`config.mk`:
```
export PLATFORM = sky130hd
export DESIGN_NAME = f_ifu
export DESIGN_NICKNAME = d
export VERILOG_FILES = /design/src/rtl/f_ifu_pkg.sv /design/src/rtl/f_ifu_fd_reg.sv /design/src/rtl/f_ifu.sv
export SDC_FILE = /design/constraint.sdc
export NUM_CORES = 1
export LEC_CHECK = 0
export ABC_AREA = 1
export CAP_MARGIN = 20
export CORE_MARGIN = 2
export CORE_UTILIZATION = 55
export CTS_CLUSTER_SIZE = 10
export DETAILED_ROUTE_END_ITERATION = 8
export DONT_BUFFER_PORTS = 1
export PLACE_DENSITY = 0.76
export SYNTH_ARGS = -nofsm -noshare
export SYNTH_HDL_FRONTEND = slang
export SYNTH_SLANG_ARGS = --single-unit
```
`constraint.sdc`:
```
create_clock -name clk -period 2.4 [get_ports clk]
set_input_delay 0.36 -clock clk [delete_from_list [all_inputs] [get_ports clk]]
set_output_delay 0.36 -clock clk [all_outputs]
set_load 0.01 [all_outputs]
```
`src/rtl/f_ifu_pkg.sv`:
```
// Shared constants and types for the fetch stage: reset PC, next-PC select
// encodings and the layout of the F/D pipeline register.
package f_ifu_pkg;

  localparam int unsigned SEL_W = 2;

  localparam logic [31:0]      PC_INIT_DEFAULT = 32'h0000_3000;
  localparam logic [SEL_W-1:0] SEL_PC4         = 2'b00;
  localparam logic [SEL_W-1:0] SEL_NPC         = 2'b01;
  localparam logic [SEL_W-1:0] SEL_JR          = 2'b10;

  localparam int unsigned FD_W = 96;

  // Field order fixes the bit layout of the 96-bit F/D register.
  typedef struct packed {
    logic [31:0] ir;
    logic [31:0] pc;
    logic [31:0] pc4;
  } fd_t;

  // Next fetch PC. The reserved select 2'b11 falls through to sequential,
  // and npc is only ever passed when the select is explicitly SEL_NPC.
  function automatic logic [31:0] next_pc(input logic [SEL_W-1:0] sel,
                                          input logic [31:0]      pc4,
                                          input logic [31:0]      npc,
                                          input logic [31:0]      jr_target);
    logic [31:0] res;
    res = pc4;
    if (sel == SEL_NPC) begin
      res = npc;
    end else if (sel == SEL_JR) begin
      res = jr_target;
    end
    return res;
  endfunction

endpackage

```
`src/rtl/f_ifu_fd_reg.sv`:
```
// F/D pipeline register: a plain 96-bit register with synchronous reset
// to zero (sll nop, zero PCs) and a load enable that the hazard unit
// deasserts while stalling.
module fd_reg
  import f_ifu_pkg::*;
(
  input  logic            clk,
  input  logic            reset,
  input  logic            en,
  input  logic [FD_W-1:0] fd_d,
  output logic [FD_W-1:0] fd_q
);

  logic [FD_W-1:0] fd_q_r;

  // Reset beats enable; a disabled register simply holds.
  always_ff @(posedge clk) begin
    if (reset) begin
      fd_q_r <= '0;
    end else if (en) begin
      fd_q_r <= fd_d;
    end
  end

  assign fd_q = fd_q_r;

endmodule

```
`src/rtl/f_ifu.sv`:
```
// Fetch-stage instruction fetch unit: fetch PC register, next-PC mux and
// the F/D register feeding decode. Single delay slot, so a redirect never
// squashes the instruction fetched alongside it.
module f_ifu
  import f_ifu_pkg::*;
#(
  parameter logic [31:0] PC_INIT = PC_INIT_DEFAULT
) (
  input  logic             clk,
  input  logic             reset,
  input  logic             stall,
  input  logic [SEL_W-1:0] pc_sel_D,
  input  logic [31:0]      npc_D,
  input  logic [31:0]      jr_target_D,
  input  logic [31:0]      instr_F,
  output logic [31:0]      pc_F,
  output logic [31:0]      pc_D,
  output logic [31:0]      pc4_D,
  output logic [31:0]      ir_D
);

  logic [31:0]     pc_q;
  logic [31:0]     pc_d;
  logic [31:0]     pc4_F;
  fd_t             fd_in;
  logic [FD_W-1:0] fd_raw;
  fd_t             fd_out;

  assign pc4_F = pc_q + 32'd4;

  // Next-PC selection; stall handling lives in the register so a held
  // branch re-presents its select once the stall drops.
  always_comb begin
    pc_d = next_pc(pc_sel_D, pc4_F, npc_D, jr_target_D);
  end

  // Fetch PC register: reset has priority, stall freezes.
  always_ff @(posedge clk) begin
    if (reset) begin
      pc_q <= PC_INIT;
    end else if (!stall) begin
      pc_q <= pc_d;
    end
  end

  // Pack the fetched instruction and its PCs for the F/D register.
  always_comb begin
    fd_in     = '0;
    fd_in.ir  = instr_F;
    fd_in.pc  = pc_q;
    fd_in.pc4 = pc4_F;
  end

  fd_reg u_fd_reg (
    .clk   (clk),
    .reset (reset),
    .en    (~stall),
    .fd_d  (fd_in),
    .fd_q  (fd_raw)
  );

  assign fd_out = fd_t'(fd_raw);
  assign pc_F   = pc_q;
  assign pc_D   = fd_out.pc;
  assign pc4_D  = fd_out.pc4;
  assign ir_D   = fd_out.ir;

endmodule

```
### After elaboration in Yosys (flattened, before gate mapping)

Cells that the tools add are included.
Widths: inputs -> output; s select.

| word-level totals | value |
|---|---|
| logic and storage cells | 7 |
| register bits | 128 |
| output and inout port bits | 128 |
| input bits | 101 |

| cells by class | value |
|---|---|
| add/subtract/negate cells | 1 |
| eq/ne operators | 2 |
| mux-type cells | 2 |

Operators by type and width:

| kind | count |
|---|---|
| $mux 32 | 2 |
| $add 32x3->32 const B | 1 |
| $eq 2x1->1 const B | 1 |
| $eq 2x2->1 const B | 1 |

### Longest topological paths before layout

| logic depth | value |
|---|---|
| depth in word-level cells | 3 |
| depth in mapped cells | 10 |
| gate-level depth less buffers | 10 |

### By module

From an unflattened synthesis, not the netlist that was laid out.

| unflattened totals | value |
|---|---|
| cell total of the unflattened synthesis | 1014 |
| area, all modules | 6486.2 um^2 |

By module, submodules not included:

| module | cells each | area an instance (um^2) | seq. area each (um^2) | instances |
|---|---|---|---|---|
| fd_reg | 608 | 4013.8 | 1921.8 | 1 |
| f_ifu | 406 | 2472.4 | 640.6 | 1 |

### Worst setup path after synthesis

No wires, ideal clock.

| timing path | value |
|---|---|
| kind | reg-to-reg |
| start point | register pc_q[3], in the netlist pc_F[3] |
| end point | register u_fd_reg.fd_q_r[22], in the netlist u_fd_reg.fd_q[22] |
| path slack | 0.833 ns |
| data required time | 2.284 ns |
| arrival time | 1.450 ns |
| clock period less this slack | 1.567 ns |
| stages on the path, launching flop included | 11 |
| library setup time | 0.116 ns |
| buffers on the path | 0 |
| path through | dfxtp_1 > ha_1 > nand2_2 > nor2_4 > nand2_2 > nor2_4 > nand2_1 > nand2_1 > nand3_1 > o211ai_1 > inv_1 |

| between the ends | value |
|---|---|
| cells in the longest elaborated chain, start to end | 1 |

RTL lines:

| element | line | source |
|---|---|---|
| start: declaration | f_ifu.sv:22 | `logic [31:0] pc_q;` |
| start signal: assignment | f_ifu.sv:42 | `pc_q <= pc_d;` |
| $add 32x3->32 | f_ifu.sv:29 | `assign pc4_F = pc_q + 32'd4;` |
| end signal: assignment | f_ifu_fd_reg.sv:19 | `fd_q_r <= '0;` |
| end signal: assignment | f_ifu_fd_reg.sv:21 | `fd_q_r <= fd_d;` |
| end: declaration | f_ifu_fd_reg.sv:14 | `logic [FD_W-1:0] fd_q_r;` |

No other way between the ends.
A chain may end at the register's enable or synchronous reset.

### Final worst setup path

| timing path | value |
|---|---|
| start point | register pc_q[2], in the netlist pc_F[2] |
| end point | register u_fd_reg.fd_q_r[22], in the netlist u_fd_reg.fd_q[22] |

Same word-level chain as after synthesis.

==> impl_metrics.env <==
export IMPL_status="finished clean"
export IMPL_power_leakage_uw=0.00283
export IMPL_yosysSeqAreaShare=0.429
export IMPL_place_gp_congestion=0.864
export IMPL_fin_area_sq_um=6630
export IMPL_via_count=5783
export IMPL_start_util=0.566
export IMPL_min_path_type="input port to flip-flop"
export IMPL_drc=0
export IMPL_core_area_sq_um=10400
export IMPL_required_ns=2.81
export IMPL_drtAntennaViolNets=0
export IMPL_async_flop_share=0
export IMPL_relSlewSlack=0.660
export IMPL_final_common_cell="nor2_1"
export IMPL_synth_ff_type="dfxtp_1"
export IMPL_synth_edf_count=0
export IMPL_yosys_warnings=0
export IMPL_wirelength_um=17800
export IMPL_synth_top_family_by_area="simple AND/OR/NAND/NOR gates"
export IMPL_fin_tns_setup_ns=0
export IMPL_die_w_um=107
export IMPL_grt_pass1_vias=5550
export IMPL_clock_power_share=0.450
export IMPL_synth_compound_area_frac=0.200
export IMPL_p_sw_uw=1460
export IMPL_placed_area_sq_um=5910
export IMPL_htree_levels=4
export IMPL_drtIter0Drc=469
export IMPL_vias_per_cell=5.89
export IMPL_crit_path_end="u_fd_reg.fd_q[22]"
export IMPL_synthAdderAreaFrac=0.00639
export IMPL_finalMaxSlewViolations=0
export IMPL_p_int_uw=3950
export IMPL_cts_tree="done"
export IMPL_dp_hpwl_um=12000
export IMPL_clock_path_buffers=2
export IMPL_fin_util=0.640
export IMPL_seq_power_share=0.457
export IMPL_drive_gt1_frac=0.0829
export IMPL_ios=229
export IMPL_hp_start="instr_F[26]"
export IMPL_reg2reg_depth=10
export IMPL_rows=37
export IMPL_first_pass_iters=5
export IMPL_crit_type="flip-flop to flip-flop"
export IMPL_cts_sinks=126
export IMPL_portBuffers=0
export IMPL_clkLatencyLatePin_ns=0.52
export IMPL_fmax_mhz=531
export IMPL_dieArea_sq_um=11500
export IMPL_yosys_register_bits=126
export IMPL_finalSetupViolCount=0
export IMPL_endpoint_kind="flip-flop"
export IMPL_synth_simple_gate_area_frac=0.263
export IMPL_rsz0062_at_grt="false"
export IMPL_crit_path_start="pc_F[2]"
export IMPL_final_cells=982
export IMPL_synth_mux_area_frac=0
export IMPL_crit_arrival_ns=2.29
export IMPL_cts_buffers=17
export IMPL_rrSetupSlack_ns=0.52
export IMPL_worstSetupStartpointType="flip-flop"
export IMPL_timing_final_crit_period_ns=1.88
export IMPL_worst_slew_pin_slew_ns=0.510
export IMPL_synthXorXnorAreaFrac=0.0119
export IMPL_cap_violations=0
export IMPL_synth_cells=845
export IMPL_layout_common_cells="151 x nor2_1, 126 x dfxtp_1, 111 x nand2_1, 105 x o21ai_0, 80 x a21oi_1"
export IMPL_worstPathMaxFanout=6
export IMPL_swShare=0.270
export IMPL_grt_overflow=0
export IMPL_die_h_um=107
export IMPL_syn_nets=949
export IMPL_syn_avg_cell_area_sq_um=6.95
export IMPL_regToRegEndpoint="u_fd_reg.fd_q[22]"
export IMPL_hold_viol=0
export IMPL_avgRoutedWirePerCell_um=18.1
export IMPL_fin_crit_sh=0.784
export IMPL_antenna_found_initial=2
export IMPL_track_usage=0.309
export IMPL_synth_distinct_cells=28
export IMPL_post_cts_resized=0
export IMPL_fin_skew_ns=0.00788
export IMPL_clk_pin_slew_ns=0.06
export IMPL_grt_pass1_wl_um=27800
export IMPL_cts_root_buf="clkbuf_8"
export IMPL_n_fill_cell=905
export IMPL_combinationalPowerShare=0.093
export IMPL_syn_to_final_growth_pct=12.9
export IMPL_powerDensity_nw_per_um2=816
export IMPL_grt_max_degree=82
export IMPL_synth_area_sq_um=5870
export IMPL_finalNetCount=935
export IMPL_r2r_start="pc_F[2]"
export IMPL_dp_cells=933
export IMPL_peakVddDrop_v=0.000375
==> cell usage after synthesis (2+ instances only) <==
| master | number | area [sq um] |
|---|---|---|
| nand2_2 | 6 | 37.5 |
| buf_4 | 5 | 37.5 |
| inv_1 | 71 | 267 |
| dfxtp_1 | 126 | 2520 |
| nor2_4 | 5 | 56.3 |
| clkbuf_1 | 40 | 150 |
| buf_1 | 4 | 15.0 |
| ha_1 | 3 | 37.5 |
| or2_2 | 10 | 62.6 |
| o211ai_1 | 28 | 210 |
| a31oi_1 | 5 | 31.3 |
| o21ai_0 | 105 | 526 |
| nand2_1 | 111 | 417 |
| buf_2 | 6 | 30.0 |
| nor2_1 | 151 | 567 |
| and2_1 | 2 | 12.5 |
| a21oi_1 | 80 | 400 |
| nor2_2 | 4 | 25.0 |
| xor2_1 | 8 | 70.1 |
| nand3_1 | 67 | 335 |
==> how the worst min path moves through the flow <==
stage                        end  slack (ns)  cells past startpoint
2_1_floorplan  u_fd_reg.fd_q[32]        0.48                      2
3_3_place_gp    u_fd_reg.fd_q[2]        0.44                      1
3_5_place_dp    u_fd_reg.fd_q[2]        0.44                      1
4_1_cts        u_fd_reg.fd_q[95]      0.0008                      2
5_1_grt                 pc_F[23]       0.004                      2
6_report       u_fd_reg.fd_q[90]        0.01                      2
==> timing repair <==
item,CTS,global route
endpoints found under the hold margin,23,0
setup buffers,0,0
hold buffers,15,0
==> cells by family (layout without fill, tap and decap cells) <==
kind of cell	count (synthesis)	in the layout
and+or+nand+nor	360	360
AOI/OAI and AO/OA	219	219
buffers and inverters	129	128
DFF	126	126
xor gates and xnor gates	8	8
adders and majority gates	3	3
other	0	2
==> final cells by class <==
cell class,count,area [sq um],share of cell area
antenna,2,5.00,0.000755
sequential,126,2520,0.380
multi-input combinational,590,2830,0.427
tap,136,170,0.0257
inverter,73,277,0.0417
clock inverter,12,119,0.0179
timing repair buffer,23,260,0.0392
clock buffer,20,445,0.0672
==> power groups by stage <==
| stage | Clock (uW) | Sequential (uW) | Combinational, uW |
|---|---|---|---|
| finish | 2440 | 2470 | 506 |
| global route | 2590 | 2490 | 581 |
| CTS | 2460 | 2470 | 504 |
| detailed placement | 0 | 2510 | 475 |
| global placement | 0 | 2510 | 455 |
| floorplan | 0 | 2450 | 403 |
==> state kept, by name, indices dropped and copies added, names as in the netlist <==
register and cells:
u_fd_reg.fd_q 94, pc_F 32
==> critical path, cell delays in order, from the launching register on <==
cell and delay, ns:
dfxtp_1 0.48, ha_1 0.29, nand2_2 0.09, nor2_4 0.18
nand2_2 0.15, nor2_4 0.21, nand2_1 0.07, nand2_1 0.08
nand3_1 0.07, o211ai_1 0.10, inv_1 0.05
==> stage by stage <==
step | hold slack (ns) | total power (uW) | setup slack (ns)
floorplan | 0.481 | 2860 | 0.833
CTS | 0.000804 | 5440 | 0.536
global placement | 0.436 | 2960 | 0.660
global route | 0.00408 | 5660 | 0.372
finish | 0.0125 | 5410 | 0.518
detailed placement | 0.438 | 2990 | 0.596
==> layer usage <==
metal  wire [um]  vias up  track usage
met1        6620     2642        0.347
met5           0        -            0
li1            -     2742            -
met4         696        0        0.173
met3        1970       61        0.113
met2        8480      338        0.508
Note: power is estimated with default switching activity, not from simulation.
